--- src/rtl/ant_motion_ctrl.sv ---
// Motion stage behind the RoboAnt FSM: paces TL/TR/F into timed motor drive and
// keeps heading, grid position and completed-step count.
module ant_motion_ctrl #(
    parameter int COORD_W     = 8,
    parameter int FWD_CYCLES  = 4,
    parameter int TURN_CYCLES = 2,
    parameter int STEP_W      = 16
) (
    input  logic                      clk,
    input  logic                      rst,
    input  logic                      TL,
    input  logic                      TR,
    input  logic                      F,
    output logic                      cmd_ready,
    output logic                      motor_l_en,
    output logic                      motor_l_dir,
    output logic                      motor_r_en,
    output logic                      motor_r_dir,
    output logic [1:0]                heading,
    output logic signed [COORD_W-1:0] pos_x,
    output logic signed [COORD_W-1:0] pos_y,
    output logic [STEP_W-1:0]         step_count,
    output logic                      cmd_err,
    output logic                      at_origin
);

    typedef enum logic [1:0] {IDLE, TURN_L, TURN_R, FWD} state_t;

    localparam int MAX_CYC = (FWD_CYCLES > TURN_CYCLES) ? FWD_CYCLES : TURN_CYCLES;
    localparam int CNT_W   = (MAX_CYC > 1) ? $clog2(MAX_CYC) : 1;

    localparam logic [CNT_W-1:0]          FWD_LOAD  = CNT_W'(FWD_CYCLES - 1);
    localparam logic [CNT_W-1:0]          TURN_LOAD = CNT_W'(TURN_CYCLES - 1);
    localparam logic [CNT_W-1:0]          CNT_ONE   = CNT_W'(1);
    localparam logic signed [COORD_W-1:0] COORD_ONE = COORD_W'(1);
    localparam logic [STEP_W-1:0]         STEP_ONE  = STEP_W'(1);

    state_t           state_reg;
    state_t           state_next;
    logic [CNT_W-1:0] cnt_reg;
    logic             fwd_pending_reg;
    logic             cnt_done;

    // Motor pattern {l_en, l_dir, r_en, r_dir} for the state being entered.
    function automatic logic [3:0] drive(input state_t s);
        case (s)
            FWD:     drive = 4'b1111;
            TURN_L:  drive = 4'b1011;
            TURN_R:  drive = 4'b1110;
            default: drive = 4'b0000;
        endcase
    endfunction

    assign cnt_done  = (cnt_reg == '0);
    assign at_origin = (pos_x == '0) && (pos_y == '0);

    always_comb begin
        state_next = state_reg;
        case (state_reg)
            IDLE: begin
                if (!(TL && TR)) begin
                    if (TL)      state_next = TURN_L;
                    else if (TR) state_next = TURN_R;
                    else if (F)  state_next = FWD;
                end
            end
            TURN_L, TURN_R: begin
                // A compound command chains straight into FWD with no idle cycle.
                if (cnt_done) state_next = fwd_pending_reg ? FWD : IDLE;
            end
            FWD: begin
                if (cnt_done) state_next = IDLE;
            end
            default: state_next = IDLE;
        endcase
    end

    always_ff @(posedge clk) begin
        if (rst) begin
            state_reg       <= IDLE;
            cnt_reg         <= '0;
            fwd_pending_reg <= 1'b0;
            cmd_ready       <= 1'b1;
            motor_l_en      <= 1'b0;
            motor_l_dir     <= 1'b0;
            motor_r_en      <= 1'b0;
            motor_r_dir     <= 1'b0;
            heading         <= 2'd0;
            pos_x           <= '0;
            pos_y           <= '0;
            step_count      <= '0;
            cmd_err         <= 1'b0;
        end else begin
            state_reg <= state_next;
            cmd_ready <= (state_next == IDLE);
            {motor_l_en, motor_l_dir, motor_r_en, motor_r_dir} <= drive(state_next);
            cmd_err   <= (state_reg == IDLE) && TL && TR;

            if (state_next != state_reg)
                cnt_reg <= (state_next == FWD) ? FWD_LOAD : TURN_LOAD;
            else if (!cnt_done)
                cnt_reg <= cnt_reg - CNT_ONE;

            if (state_reg == IDLE)
                fwd_pending_reg <= F;

            if (state_reg == TURN_R && cnt_done) heading <= heading + 2'd1;
            if (state_reg == TURN_L && cnt_done) heading <= heading - 2'd1;

            if (state_reg == FWD && cnt_done) begin
                case (heading)
                    2'd0:    pos_y <= pos_y + COORD_ONE;
                    2'd1:    pos_x <= pos_x + COORD_ONE;
                    2'd2:    pos_y <= pos_y - COORD_ONE;
                    default: pos_x <= pos_x - COORD_ONE;
                endcase
                if (step_count != '1) step_count <= step_count + STEP_ONE;
            end
        end
    end

endmodule
--- config.mk ---
export PLATFORM = sky130hd
export DESIGN_NAME = ant_motion_ctrl
export DESIGN_NICKNAME = d
export VERILOG_FILES = /design/src/rtl/ant_motion_ctrl.sv
export SDC_FILE = /design/constraint.sdc
export NUM_CORES = 1
export LEC_CHECK = 0
export CAP_MARGIN = 40
export CORE_ASPECT_RATIO = 0.8
export CORE_MARGIN = 4
export CORE_UTILIZATION = 50
export DETAILED_ROUTE_END_ITERATION = 7
export MAX_ROUTING_LAYER = met4
export PLACE_DENSITY = 0.76
export SYNTH_ARGS = -nofsm -noshare
export SYNTH_HDL_FRONTEND = slang
export SYNTH_SLANG_ARGS = --single-unit
--- constraint.sdc ---
create_clock -name clk -period 3.1 [get_ports clk]
set_clock_uncertainty 0.2 [all_clocks]
set_input_delay 0.62 -clock clk [delete_from_list [all_inputs] [get_ports clk]]
set_output_delay 0.62 -clock clk [all_outputs]
set_load 0.02 [all_outputs]
-- Yosys cells after proc, flatten, opt, wreduce, memory -nomap -nowiden
Cells that the tools add are included.
- register bits: 45
- input bits: 5
- $add $sub $neg: 8
- equality and inequality tests: 11
- multiplexer cells: 16
- bitwise logic cells: 1
- reduce and logical (&&, ||, !) cells: 20
- operators by type and width (kind ; number):
    8-bit one-hot mux with 2 select lines ; 2
    2-bit 2-to-1 mux ; 12
    16-bit by 1-bit adder with 16-bit output, second input constant ; 1
    8-bit by 2-bit adder with 8-bit output, second input constant ; 2
    8-bit logical NOT ; 2
    16-bit inequality test, second input constant ; 1
    8-bit by 2-bit subtractor with 8-bit output, second input constant ; 2
    4-bit one-hot mux with 3 select lines ; 1
    2-bit == test, second input constant ; 5
    2-bit logical NOT ; 4
    1-bit logical AND ; 7
    2-bit by 1-bit == test with 1-bit output, second input constant ; 3
    2-bit one-hot mux with 3 select lines ; 1
    2-bit AND reduction ; 3
    2-bit nonzero test ; 2
    2-bit OR reduction ; 2
    2-bit by 1-bit subtractor with 2-bit output, second input constant ; 2
    2-bit by 1-bit adder with 2-bit output, second input constant ; 1
    2-bit by 1-bit inequality test with 1-bit output, second input constant ; 1
    2-bit inequality test ; 1
    1-bit inverter ; 1

-- Longest topological paths before layout
Gate-level depths: netlist (run 1).
- depth in word-level cells: 8
- depth in mapped cells: 11
- gate-level depth less buffers: 9

-- Least setup slack after synthesis (run 1)
No wires, ideal clock.
- path kind: reg2reg
- start: register heading[0]
- end: register pos_y[4]
- arrival: 2596 ps
- path slack: 183 ps
- stages on the path, launching flop included: 12
- clock period less this slack: 2917 ps
- cells stage by stage: dfxtp_1 inv_1 ha_1 buf_2 buf_4 xor2_1 ha_1 or3_1 a21oi_1 or4_1 a21oi_1 mux2_2
- word-level cells in the longest chain between the ends: 3
- elaborated cells on any way between the ends: 5
- those cells by class: eq/ne: 1; mux: 1; reduce/logical: 3
- RTL lines (item ; RTL line ; text):
    start, declared ; 19 ; output logic [1:0] heading,
    start signal, assigned ; 107 ; if (state_reg == TURN_R && cnt_done) heading <= heading + 2'd1;
    start signal, assigned ; 108 ; if (state_reg == TURN_L && cnt_done) heading <= heading - 2'd1;
    2-bit == test / 2-bit logical NOT (equally long branches) ; 111 ; case (heading)
    2-bit nonzero test (no line) ; -- ;
    2-bit AND reduction (no line) ; -- ;
    end signal, assigned ; 112 ; 2'd0: pos_y <= pos_y + COORD_ONE;
    end signal, assigned ; 114 ; 2'd2: pos_y <= pos_y - COORD_ONE;
    end, declared ; 21 ; output logic signed [COORD_W-1:0] pos_y,
Several ways; a longest one is shown, not always the timed one.
A chain may end at the register's enable or synchronous reset.

-- Final worst setup path (run 1)
- start: register pos_y[1]
- end: output port at_origin
- word-level cells in the longest chain between the ends: 2
- RTL lines (item ; RTL line ; text):
    8-bit logical NOT ; 55 ; assign at_origin = (pos_x == '0) && (pos_y == '0);
    1-bit logical AND ; 55 ;
    end, declared ; 24 ; output logic at_origin
No other way between the ends.

==> results of run 1 <==
==> layer usage <==
layer,GRT usage [%],part of all wire [%]
met2,29.7,43
met1,27.6,51
met3,3.28,5.2
met5,-,0
met4,7.64,1.4
==> through the flow <==
| stage | worst slack (ns) | hold WS, ns | instances |
|---|---|---|---|
| after floorplan | 0.183 | 0.283 | 323 |
| after global routing | 0.126 | 0.326 | 427 |
| after detailed placement | 0.461 | 0.296 | 419 |
| after global placement | 0.533 | 0.280 | 419 |
| after CTS | 0.192 | 0.306 | 427 |
| final | 0.201 | 0.303 | 427 |
==> synth_stat cells (2+ instances only) <==
cell	instances	area (µm²)
dfxtp_1	43	861
nor2_1	37	139
nand2_1	20	75.1
ha_1	19	238
a21oi_1	18	90.1
o21ai_0	16	80.1
xor2_1	15	131
nor2b_1	12	75.1
xnor2_1	12	105
inv_1	9	33.8
clkbuf_1	8	30.0
nor3_1	8	40.0
mux2i_1	7	70.1
nand4_1	7	43.8
buf_2	6	30.0
and3_1	5	31.3
or4_1	5	37.5
a22oi_1	4	30.0
a31oi_1	4	25.0
and4_1	4	35.0
nand3_1	4	20.0
nand3b_1	4	30.0
nor4_1	4	25.0
o31ai_1	4	30.0
mux2_2	3	33.8
nor4b_1	3	26.3
o211ai_1	3	22.5
o21a_1	3	22.5
or3_1	3	18.8
a21boi_0	2	15.0
a21boi_1	2	15.0
a21o_1	2	15.0
buf_4	2	15.0
nor3b_1	2	15.0
o2111ai_1	2	17.5
==> logic make-up (layout without fill, tap and decap cells) <==
family,after synthesis,after routing,share of synthesized area (%)
flops,43,43,31.7
compound gates,69,69,16.2
simple gates,128,128,25.9
xor+xnor,27,27,8.72
mux,10,10,3.83
buf+inv,26,68,4.15
fa+ha+maj,20,20,9.50
==> cells in the final DEF, fill, tap and decap left out, types with 7 or more instances in the layout <==
master           instances
nor2b_1                 12
inv_1                    9
nor3_1                   8
ha_1                    19
nand4_1                  7
nor2_1                  37
clkdlybuf4s50_1         45
o21ai_0                 16
nand2_1                 20
a21oi_1                 18
xor2_1                  15
mux2i_1                  7
xnor2_1                 12
dfxtp_1                 43
==> power groups by stage <==
stage	logic, mW	clock network [mW]	registers (mW)
3_3_place_gp	0.975	0	0.699
3_5_place_dp	1.00	0	0.702
2_1_floorplan	0.697	0	0.745
6_report	1.01	0.380	0.691
4_1_cts	1.01	0.388	0.689
5_1_grt	1.13	0.406	0.702
==> area by class of cell <==
class / count / area [µm²] / share of cell area [%]
sequential: 43 / 861 / 26.1
timing repair buffer: 51 / 495 / 15.0
tap: 62 / 77.6 / 2.35
multi-input combinational: 254 / 1740 / 52.7
clock inverter: 3 / 23.8 / 0.721
clock buffer: 5 / 68.8 / 2.09
inverter: 9 / 33.8 / 1.02
==> worst max path at each step <==
| stage | start | to | slack [ns] | cells after the start |
|---|---|---|---|---|
| after floorplan | heading[0] | pos_y[4] | 0.18 | 11 |
| after global placement | heading[0] | pos_y[4] | 0.53 | 9 |
| after detailed placement | heading[1] | pos_x[7] | 0.46 | 9 |
| after CTS | pos_y[1] | at_origin | 0.19 | 3 |
| after global routing | pos_y[1] | at_origin | 0.13 | 3 |
| final | pos_y[1] | at_origin | 0.20 | 3 |
==> critical path: cells and delay by family, from the launching register on <==
kind / cells / cell delay, ns
buffers and inverters: 1 / 0.61
AND/OR/NAND/NOR: 2 / 0.72
flip-flops: 1 / 0.44
==> impl_metrics.yaml, run 1 <==
finish:
  drive_above_1_share_pct: 6.58
  final_nets: 389
  largest_register_ffs: 16
  stdcell_area_um2: 3300
  reg.largest.list: "step_count: 16 flops, pos_x: 8 flops, pos_y: 8 flops"
  fillers: 470
  regMostFlops: "step_count"
  post-route-util_pct: 64.4
  n_antenna_cell: 0
  area_delta_synth_final_pct: 21.6
synth:
  async_flop_share_pct: 0
  synth_seq_area_share_pct: 31.7
  syn_nets: 348
  yosys_warnings: 0
  synth.cell_area_um2: 2710
  synth_area_per_cell_um2: 8.40
  synth_edf_count: 0
  netlist_instances: 323
  synth-main-ff-cell: "dfxtp_1"
  ys_ff_latch: 43
  synth.lib_cells_used.distinct: 56
die:
  num_rows: 23
  fp.dieW_um: 90.4
  die_h_um: 73.9
  dieArea_um2: 6680
  num_io_pins: 46
  core-area_um2: 5120
  start_util_pct: 53.0
critical_path:
  worst-path-max-fanout: 13
  worstSetupPathType: "reg2out"
  worstRegToRegCells: 9
  cp.arrival_ns: 2.08
  required_ns: 2.28
  timing.rr.end: "pos_x[7]"
  crit_slowest_cell: "clkdlybuf4s50_1"
  critPathMaxStageDelay_ns: 0.61
  worstSetupEndpointType: "output pin"
  path_cells: "or4_4 -> nor2_1 -> clkdlybuf4s50_1"
  ff2ff_setup_slack_ns: 0.45
  rr_startpoint: "heading[1]"
  startpoint_type: "flip-flop"
power_and_ir_drop:
  sw_frac_of_total_pct: 40.9
  pwr_density_cell_nw_per_um2: 631
  power.switching_mw: 0.851
  seqPwrFrac_pct: 33.2
  finalPower_mw: 2.08
  leakagePower_nw: 1.24
  p_clk_share_pct: 18.3
  internal_power_mw: 1.23
  power_frac_comb_pct: 48.5
  max-vdd-ir-drop_mv: 0.583
cts:
  cts_hold_buf: 0
  cts_buffers: 5
  htreeDepth: 2
  cts_tree: "yes"
  cts.reportedPaths.clkPinSlew_ns: 0.09
  cts_root_buffer: "clkbuf_8"
  clock_latency_ns: 0.31
  clockBufferDepth: 2
  post_cts_resized: 0
  clock_sinks: 43
  post-cts-setup-buffers: 0
timing:
  fin_tns_setup_ns: 0
  fin_crit_ns: 2.90
  rsz0062_at_grt: "no"
  fmax_ghz: 0.345
  relSlewSlack_pct: 50.7
  tightest_slew_ns: 0.737
  hold_viol: 0
  post-route-period-util_pct: 93.5
  finalSetupViolations: 0
  drv_slew: 0
routing:
  vias_per_cell: 5.75
  drt-initial-drc-count: 133
  vias: 2454
  drc: 0
  wirelength_um: 6180
  postRouteAntennaNets: 0
  dr.pass1.iters: 5
  routedWlPerCell_um: 14.5
worst_hold_path:
  min_to: "pos_x[4]"
  hold_path_class: "reg2reg"
  min_path_cells: 2
  hp-start: "pos_x[4]"
placed_design:
  dp_hpwl_um: 4510
  detailed_place.area_um2: 3210
  gp_congestion: 0.857
  io_buffers: 45
global_routing:
  grt.overflow.total: 0
  antenna_found_initial: 0
  grt_pass1_vias: 2262
  grt_pass1_wl_um: 10600
  grt_use_total_pct: 20.1
  grt_max_degree: 22
outcome:
  status: "finished clean"
job:
  maxCapViolCount: 0
(Power assumes the default switching activity.)
==> run 2: changes to the inputs <==
--- a/config.mk
+++ b/config.mk
@@ -9,6 +9,7 @@
 export CORE_ASPECT_RATIO = 0.8
 export CORE_MARGIN = 4
 export CORE_UTILIZATION = 50
+export CTS_BUF_LIST = sky130_fd_sc_hd__clkbuf_8 sky130_fd_sc_hd__clkbuf_16
 export DETAILED_ROUTE_END_ITERATION = 7
 export MAX_ROUTING_LAYER = met4
 export PLACE_DENSITY = 0.76
==> results of run 2 <==
Same layout as run 1: the final DEF is identical, and so are final timing and power.
